[src/rtl/axis_packet_source_if.sv]
// AXI-Stream bundle used between the packet source and its sink.
// Master drives data/valid/last, slave drives ready.
interface axis_packet_source_if #(
  parameter int DATA_WIDTH = 128
) ();
  logic [DATA_WIDTH-1:0] tdata;
  logic                  tvalid;
  logic                  tlast;
  logic                  tready;

  modport master (
    output tdata,
    output tvalid,
    output tlast,
    input  tready
  );

  modport slave (
    input  tdata,
    input  tvalid,
    input  tlast,
    output tready
  );
endinterface

[src/rtl/axis_packet_source.sv]
// AXI-Stream packet source: lane i of beat k = seed + k*LANES + i.
// Define SOURCE_GAP_INSERT_EN for LFSR-driven idle gaps between beats.
module axis_packet_source #(
  parameter int DATA_WIDTH = 128,
  parameter int LEN_WIDTH  = 16,
  parameter int GAP_LOG2   = 3
) (
  input  logic                 clk,
  input  logic                 rst,
  input  logic                 start,
  input  logic [LEN_WIDTH-1:0] pkt_len,
  input  logic [31:0]          seed,
  axis_packet_source_if.master m_axis,
  output logic                 busy,
  output logic                 done,
  output logic [LEN_WIDTH-1:0] beat_count
);

  localparam int          NL    = DATA_WIDTH / 32;
  localparam logic [31:0] LANES = 32'(NL);

  localparam logic [1:0] ST_IDLE = 2'd0;
  localparam logic [1:0] ST_SEND = 2'd1;
`ifdef SOURCE_GAP_INSERT_EN
  localparam logic [1:0] ST_GAP  = 2'd2;
`endif

  if (DATA_WIDTH % 32 != 0 || DATA_WIDTH < 32) begin : g_dw_chk
    $error("DATA_WIDTH must be a positive multiple of 32");
  end
  if (GAP_LOG2 < 1 || GAP_LOG2 > 16) begin : g_gap_chk
    $error("GAP_LOG2 must be in 1..16");
  end

  function automatic logic [DATA_WIDTH-1:0] pat(
    input logic [31:0] b
  );
    logic [DATA_WIDTH-1:0] r;
    r = '0;
    for (int i = 0; i < NL; i++) begin
      r[32*i +: 32] = b + 32'(i);
    end
    return r;
  endfunction

  logic [1:0]            state_q, state_d;
  logic [LEN_WIDTH-1:0]  len_q, len_d;
  logic [LEN_WIDTH-1:0]  beat_q, beat_d;
  logic [31:0]           base_q, base_d;
  logic [DATA_WIDTH-1:0] data_q, data_d;
  logic                  valid_q, valid_d;
  logic                  last_q, last_d;
  logic                  busy_q, busy_d;
  logic                  done_q, done_d;
  logic                  hs;
  logic [31:0]           nxt_base;

`ifdef SOURCE_GAP_INSERT_EN
  logic [15:0]         lfsr_q, lfsr_d;
  logic [GAP_LOG2-1:0] gap_q, gap_d;
  logic [GAP_LOG2-1:0] gap_s;
  logic [15:0]         lfsr_step;
`endif

  assign hs       = valid_q & m_axis.tready;
  assign nxt_base = base_q + LANES;

`ifdef SOURCE_GAP_INSERT_EN
  // x^16+x^14+x^13+x^11+1, shifting toward bit 0
  assign lfsr_step = {lfsr_q[0] ^ lfsr_q[2] ^
                      lfsr_q[3] ^ lfsr_q[5],
                      lfsr_q[15:1]};
  assign gap_s     = lfsr_q[GAP_LOG2-1:0];
`endif

  always_comb begin
    state_d = state_q;
    len_d   = len_q;
    beat_d  = beat_q;
    base_d  = base_q;
    data_d  = data_q;
    valid_d = valid_q;
    last_d  = last_q;
    busy_d  = busy_q;
    done_d  = 1'b0;
`ifdef SOURCE_GAP_INSERT_EN
    lfsr_d  = lfsr_q;
    gap_d   = gap_q;
`endif
    unique case (state_q)
      ST_IDLE: begin
        if (start && pkt_len != '0) begin
          len_d   = pkt_len;
          beat_d  = '0;
          busy_d  = 1'b1;
          valid_d = 1'b1;
          last_d  = (pkt_len == LEN_WIDTH'(1));
          base_d  = seed;
          data_d  = pat(seed);
          state_d = ST_SEND;
`ifdef SOURCE_GAP_INSERT_EN
          lfsr_d  = (seed[15:0] == 16'h0) ?
                    16'hACE1 : seed[15:0];
`endif
        end else if (start) begin
          done_d = 1'b1;
        end
      end
      ST_SEND: begin
        if (hs) begin
          beat_d = beat_q + LEN_WIDTH'(1);
          if (last_q) begin
            valid_d = 1'b0;
            last_d  = 1'b0;
            busy_d  = 1'b0;
            done_d  = 1'b1;
            state_d = ST_IDLE;
          end else begin
            base_d = nxt_base;
            data_d = pat(nxt_base);
            // next beat is final when beat_q+1 == len-1
            last_d = (beat_q + LEN_WIDTH'(2)) == len_q;
`ifdef SOURCE_GAP_INSERT_EN
            lfsr_d = lfsr_step;
            if (gap_s != '0) begin
              valid_d = 1'b0;
              gap_d   = gap_s;
              state_d = ST_GAP;
            end
`endif
          end
        end
      end
`ifdef SOURCE_GAP_INSERT_EN
      ST_GAP: begin
        if (gap_q == GAP_LOG2'(1)) begin
          valid_d = 1'b1;
          state_d = ST_SEND;
        end else begin
          gap_d = gap_q - GAP_LOG2'(1);
        end
      end
`endif
      default: begin
        state_d = ST_IDLE;
        valid_d = 1'b0;
        last_d  = 1'b0;
        busy_d  = 1'b0;
      end
    endcase
  end

  always_ff @(posedge clk or posedge rst) begin
    if (rst) begin
      state_q <= ST_IDLE;
      len_q   <= '0;
      beat_q  <= '0;
      base_q  <= '0;
      data_q  <= '0;
      valid_q <= 1'b0;
      last_q  <= 1'b0;
      busy_q  <= 1'b0;
      done_q  <= 1'b0;
    end else begin
      state_q <= state_d;
      len_q   <= len_d;
      beat_q  <= beat_d;
      base_q  <= base_d;
      data_q  <= data_d;
      valid_q <= valid_d;
      last_q  <= last_d;
      busy_q  <= busy_d;
      done_q  <= done_d;
    end
  end

`ifdef SOURCE_GAP_INSERT_EN
  always_ff @(posedge clk or posedge rst) begin
    if (rst) begin
      lfsr_q <= 16'hACE1;
      gap_q  <= '0;
    end else begin
      lfsr_q <= lfsr_d;
      gap_q  <= gap_d;
    end
  end
`endif

  assign m_axis.tdata  = data_q;
  assign m_axis.tvalid = valid_q;
  assign m_axis.tlast  = last_q;
  assign busy          = busy_q;
  assign done          = done_q;
  assign beat_count    = beat_q;

endmodule

[src/flat_wrapper.sv]
// flat-port wrapper written by rule: the top's interface ports become plain ports
module axis_packet_source_flat 
#(
  parameter int DATA_WIDTH = 128,
  parameter int LEN_WIDTH  = 16,
  parameter int GAP_LOG2   = 3
)
  (clk, rst, start, pkt_len, seed, busy, done, beat_count, m_axis_tdata, m_axis_tvalid, m_axis_tlast, m_axis_tready);
  axis_packet_source_if #(.DATA_WIDTH(DATA_WIDTH)) m_axis_i ();
  input  logic clk;
  input  logic rst;
  input  logic start;
  input  logic [LEN_WIDTH-1:0] pkt_len;
  input  logic [31:0] seed;
  output logic busy;
  output logic done;
  output logic [LEN_WIDTH-1:0] beat_count;
  output wire logic [$bits(m_axis_i.tdata)-1:0] m_axis_tdata;
  output wire logic [$bits(m_axis_i.tvalid)-1:0] m_axis_tvalid;
  output wire logic [$bits(m_axis_i.tlast)-1:0] m_axis_tlast;
  input wire logic [$bits(m_axis_i.tready)-1:0] m_axis_tready;
  assign m_axis_tdata = m_axis_i.tdata;
  assign m_axis_tvalid = m_axis_i.tvalid;
  assign m_axis_tlast = m_axis_i.tlast;
  assign m_axis_i.tready = m_axis_tready;
  axis_packet_source #(.DATA_WIDTH(DATA_WIDTH), .LEN_WIDTH(LEN_WIDTH), .GAP_LOG2(GAP_LOG2)) u_core (.clk(clk), .rst(rst), .start(start), .pkt_len(pkt_len), .seed(seed), .m_axis(m_axis_i), .busy(busy), .done(done), .beat_count(beat_count));
endmodule
[config.mk]
export PLATFORM = sky130hd
export DESIGN_NAME = axis_packet_source_flat
export DESIGN_NICKNAME = d
export VERILOG_FILES = /design/src/rtl/axis_packet_source_if.sv /design/src/rtl/axis_packet_source.sv /design/src/flat_wrapper.sv
export SDC_FILE = /design/constraint.sdc
export NUM_CORES = 1
export LEC_CHECK = 0
export BUFFER_PORTS_ARGS = -buffer_cell sky130_fd_sc_hd__buf_2
export CAP_MARGIN = 10
export CORE_UTILIZATION = 60
export CTS_CLUSTER_SIZE = 30
export DETAILED_ROUTE_END_ITERATION = 8
export PLACE_DENSITY = 0.95
export SLEW_MARGIN = 0
export SYNTH_ARGS = -nofsm -noshare
export SYNTH_HDL_FRONTEND = slang
export SYNTH_SLANG_ARGS = --single-unit
[constraint.sdc]
create_clock -name clk -period 13.3 [get_ports clk]
set_input_delay 0.665 -clock clk [delete_from_list [all_inputs] [get_ports clk]]
set_output_delay 0.665 -clock clk [all_outputs]
set_load 0.05 [all_outputs]
* After elaboration in Yosys (flattened, before gate mapping) *
Cells that the tools add are included.

word-level totals
  register bits after elaboration = 197
  bits in latches = 0
  bits in writable memories = 0
  ROM bits = 0
  output and inout port bits = 148
  memories = 0

operators by class
  add/sub/neg operators = 9
  multipliers = 0
  div/mod/pow operators = 0
  magnitude comparators = 0
  eq/ne operators = 7
  shifts and indexed selects = 0
  multiplexer cells = 28
  bitwise gates (word level) = 1
  reductions and logical operators = 9

operators with widths
  kind                   number
  $mux 128               3
  $pmux 128 s2           1
  $add 32x2->32 const B  4
  $mux 32                3
  $add 32x1->32 const B  2
  $pmux 32 s2            1
  $add 32x3->32 const B  1
  $mux 16                2
  $pmux 16 s2            1
  $add 16x1->16 const B  1
  $add 16x2->16 const B  1
  $eq 16x1->1 const B    1
  $eq 16x16->1           1
  $reduce_bool 16->1     1
  $mux 1                 10
  $mux 2                 3
  $ne 2x1->1 const B     3
  $pmux 1 s2             3
  $reduce_and 3->1       2
  $pmux 2 s2             1
  $reduce_and 2->1       2
  $reduce_and 4->1       1
  $eq 2x1->1 const B     1
  $logic_not 2->1        1
  4 further kinds        4

* Depth between registers and ports, before layout *
  depth after elaboration = 5
  gate-level depth with buffers = 12
  depth with buffers taken out = 9

* Least setup slack after synthesis *
OpenSTA, ideal clock, no wires.

  path kind = reg-to-reg
  from = reg u_core.state_q[0]
  to = reg u_core.data_q[59] (netlist: u_core.m_axis.tdata[59])
  library setup time = 137 ps
  arrival = 3324 ps
  required time = 13163 ps
  slack = 9839 ps
  stages on the path, launching flop included = 11
  path buffers = 2
  clock period less this slack = 3461 ps
  cells stage by stage = dfrtp_1 buf_2 buf_1 nor2b_1 a21o_1 ha_1 nor3b_1 nand4_1 nor4_2 xnor2_1 a21oi_1

between the ends
  word-level cells in the longest chain between the ends = 3
  elaborated cells between the ends (all ways) = 8
  those cells by class = eq/ne: 4; mux: 1; reduce/logical: 3

RTL lines
  element                                              RTL line                   source
  from (decl)                                          axis_packet_source.sv:46   logic [1:0] state_q, state_d;
  from (signal assigned)                               axis_packet_source.sv:165  state_q <= state_d;
  $eq 2x1->1 or $logic_not 2->1 (tied branches)        axis_packet_source.sv:90   unique case (state_q)
  $ne 2x2->1 (no source line) (tied with other cells)  n/a
  $reduce_and 4->1 (no source line)                    n/a
  to (signal assigned)                                 axis_packet_source.sv:169  data_q <= data_d;
  to (decl)                                            axis_packet_source.sv:50   logic [DATA_WIDTH-1:0] data_q, data_d;

Several ways; a longest one is shown, not always the timed one.
A chain may end at the register's enable or synchronous reset.

* Worst setup path in the final report *
  from = reg u_core.state_q[0]
  to = reg u_core.data_q[60] (netlist: u_core.m_axis.tdata[60])

Same word-level chain as after synthesis.

==> impl_metrics.py <==
metrics = {
    "logic_synthesis": {
        "ys_ff_latch": 163,
        "yosysUniqueCellTypes": 66,
        "yosysWarnings": 0,
        "netlist_area_um2": 9887,
        "synth_mux_area_share_pct": 3.708,
        "synth.net_count": 1172,
        "synth_xor_area_share_pct": 8.061,
        "synth_compound_area_share_pct": 15.01,
        "synth_top_area_share_pct": 41.26,
        "synthAdderAreaFrac_pct": 0.8859,
        "synth-edff-count": 0,
        "synth_cells": 1113,
        "syn_area_per_cell_um2": 8.883,
        "yosys-top-cells-area": "dfrtp_1 41%, nand2_1 6.8%, xnor2_1 6.4%",
        "async_flop_share_pct": 100.0,
        "synth_top_family_by_area": "simple AND/OR/NAND/NOR gates",
        "seq_area_frac_synth_pct": 41.26,
        "synth.largest_area_cell": "dfrtp_1",
        "ys.flop_type": "dfrtp_1",
        "yosys.area_share.simple_pct": 25.36,
    },
    "clocking": {
        "ctsHoldBuffers": 0,
        "cts_buffers": 17,
        "cts.sinks": 163,
        "clkLatencyLatePin_ns": 0.44,
        "cts_tree": "yes",
        "htree_levels": 4,
        "cts_root_buffer": "clkbuf_16",
        "cts.path.max_buffers": 2,
        "cts_resized": 0,
        "post_cts_buffers": 0,
        "clkTransAtPathRegs_ns": 0.06,
    },
    "place": {
        "place_ws_ns": 8.814,
        "gp_congestion": 1.006,
        "numPortBuffers": 199,
        "dp_hpwl_mm": 22.55,
        "dp_cells": 1446,
    },
    "worst_setup_path": {
        "cp_top_family": "simple AND/OR/NAND/NOR gates",
        "worstReg2RegEnd": "u_core.m_axis.tdata[60]",
        "path_max_fanout": 74,
        "worst_path_largest_cell_delay_ns": 0.82,
        "crit_buf_inv": 1,
        "worstReg2RegStart": "u_core.state_q[0]",
        "path_cells": "buf_4, a21oi_1, a41oi_1, o311ai_0, nor3_1, nand4_1, nor3_1, nand4_1, a31oi_1",
        "start_kind": "register",
        "reg2regPathDepth": 9,
        "r2r_slack_ns": 9.04,
        "crit_arrival_ns": 4.60,
        "critical_path_required_ns": 13.64,
        "crit_slowest_cell": "nor3_1",
        "crit_type": "register to register",
        "cp-end-kind": "register",
    },
    "floorplan": {
        "pin_count": 200,
        "rows": 46,
        "coreArea_um2": 16000,
        "die_width_um": 130.4,
        "die-height_um": 130.4,
        "dieArea_um2": 17000,
        "start_util_pct": 61.79,
    },
    "sta": {
        "fin_ws_ns": 9.043,
        "fmax_mhz": 234.9,
        "worstMarginPinSlew_ns": 1.240,
        "skew_ns": 0.01530,
        "slew_violations": 0,
        "setup_tns_ns": 0,
        "setup_viol": 0,
        "finalCriticalPeriod_ns": 4.257,
        "finalCritPeriodShare_pct": 32.01,
        "hold_viol": 0,
        "rsz0062_at_grt": "no",
        "relSlewSlack_pct": 16.67,
    },
    "detailed_routing": {
        "wl_mm": 31.84,
        "drc": 0,
        "wire_per_inst_um": 21.53,
        "first_pass_iters": 7,
        "via_per_inst": 6.646,
        "drt_iter0_markers": 1179,
        "ant_nets": 0,
        "vias": 9829,
    },
    "global_routing": {
        "grt_pass1_vias": 9195,
        "grt_pass1_wl_mm": 49.16,
        "grt_overflow_total": 0,
        "antenna_found_initial": 1,
        "grt_usage_pct": 38.25,
        "grt_max_degree": 108,
    },
    "layout": {
        "multi_input_area_um2": 5265,
        "seq_area_um2": 4080,
        "final_common_cell": "buf_2",
        "mostFrequentLayoutCells": "199 x buf_2, 180 x nand2_1, 162 x dfrtp_1",
        "drive_above_1_share_pct": 24.96,
        "fillers": 1178,
        "postLayoutCoreUtil_pct": 71.18,
        "area_growth_syn_to_layout_pct": 15.20,
        "nets": 1308,
        "stdcell_count": 1479,
    },
    "flow_run": {
        "maxCapViolations": 0,
    },
    "status": {
        "status": "completed",
    },
    "worst_hold_path": {
        "hp-class": "input pin to async pin",
    },
}
-- synth_stat cells (10+ instances only) --
cell type / n
a21oi_1: 22
a31o_2: 15
a31oi_1: 20
and2_1: 12
buf_4: 40
clkbuf_1: 40
dfrtp_1: 163
mux2_2: 21
mux2i_1: 13
nand2_1: 180
nand3_1: 44
nand4_1: 39
nor2_1: 81
nor3_1: 32
nor4_1: 13
o21ai_0: 96
o21ai_1: 11
o31ai_1: 10
or3_1: 14
or4_1: 10
xnor2_1: 72
xor2_1: 19
-- metal layers --
layer	global-route usage, %	wire [um]	vias to the layer above
li1	-	-	4247
met1	51.70	12310	4690
met2	57.20	13990	728
met3	8.364	3717	164
met4	21.43	1810	0
met5	0	0	-
-- logic make-up (layout without fill, tap and decap cells) --
family | after synthesis | in the layout
simple gates | 484 | 484
compound gates | 230 | 230
flops | 163 | 163
buf+inv | 104 | 253
xor+xnor | 91 | 91
mux | 34 | 34
fa+ha+maj | 7 | 7
other cells | 0 | 1
-- area by class of cell --
type | instances | share of cell area [%]
Multi-Input combinational cell | 846 | 46.23
Sequential cell | 163 | 35.82
Timing Repair Buffer | 211 | 9.535
Clock buffer | 22 | 4.163
Tap cell | 216 | 2.373
Clock inverter | 10 | 1.483
Inverter | 10 | 0.3735
Antenna cell | 1 | 0.02197
-- worst max-delay path by stage --
stage	from	endpoint	depth (start not counted)
2_1_floorplan	rst	u_core.base_q[0]	1
3_5_place_dp	pkt_len[1]	u_core.m_axis.tdata[93]	11
6_report	u_core.state_q[0]	u_core.m_axis.tdata[60]	9
3_3_place_gp	pkt_len[1]	u_core.m_axis.tdata[61]	11
4_1_cts	u_core.state_q[0]	u_core.m_axis.tdata[60]	9
5_1_grt	pkt_len[5]	u_core.m_axis.tdata[93]	11
-- sequential cells by signal, summed over array words and instances (netlist names) --
signal / count
u_core.base_q: 2
u_core.state_q: 1
u_core.len_q: 16
u_core.beat_count: 16
u_core.m_axis.tlast: 1
u_core.done: 1
u_core.m_axis.tdata: 126
-- through the flow --
step / hold WS [ns] / area [um^2]
6_report: 0.3888 / 11390
5_1_grt: 0.4437 / 11390
4_1_cts: 0.4325 / 11390
3_5_place_dp: 0.4641 / 10740
3_3_place_gp: 0.4507 / 10740
2_1_floorplan: 0.4652 / 9887
Power is left out: the tool's default activity adds up to more than one toggle a clock period on the data nets, which glitch-free logic cannot reach.
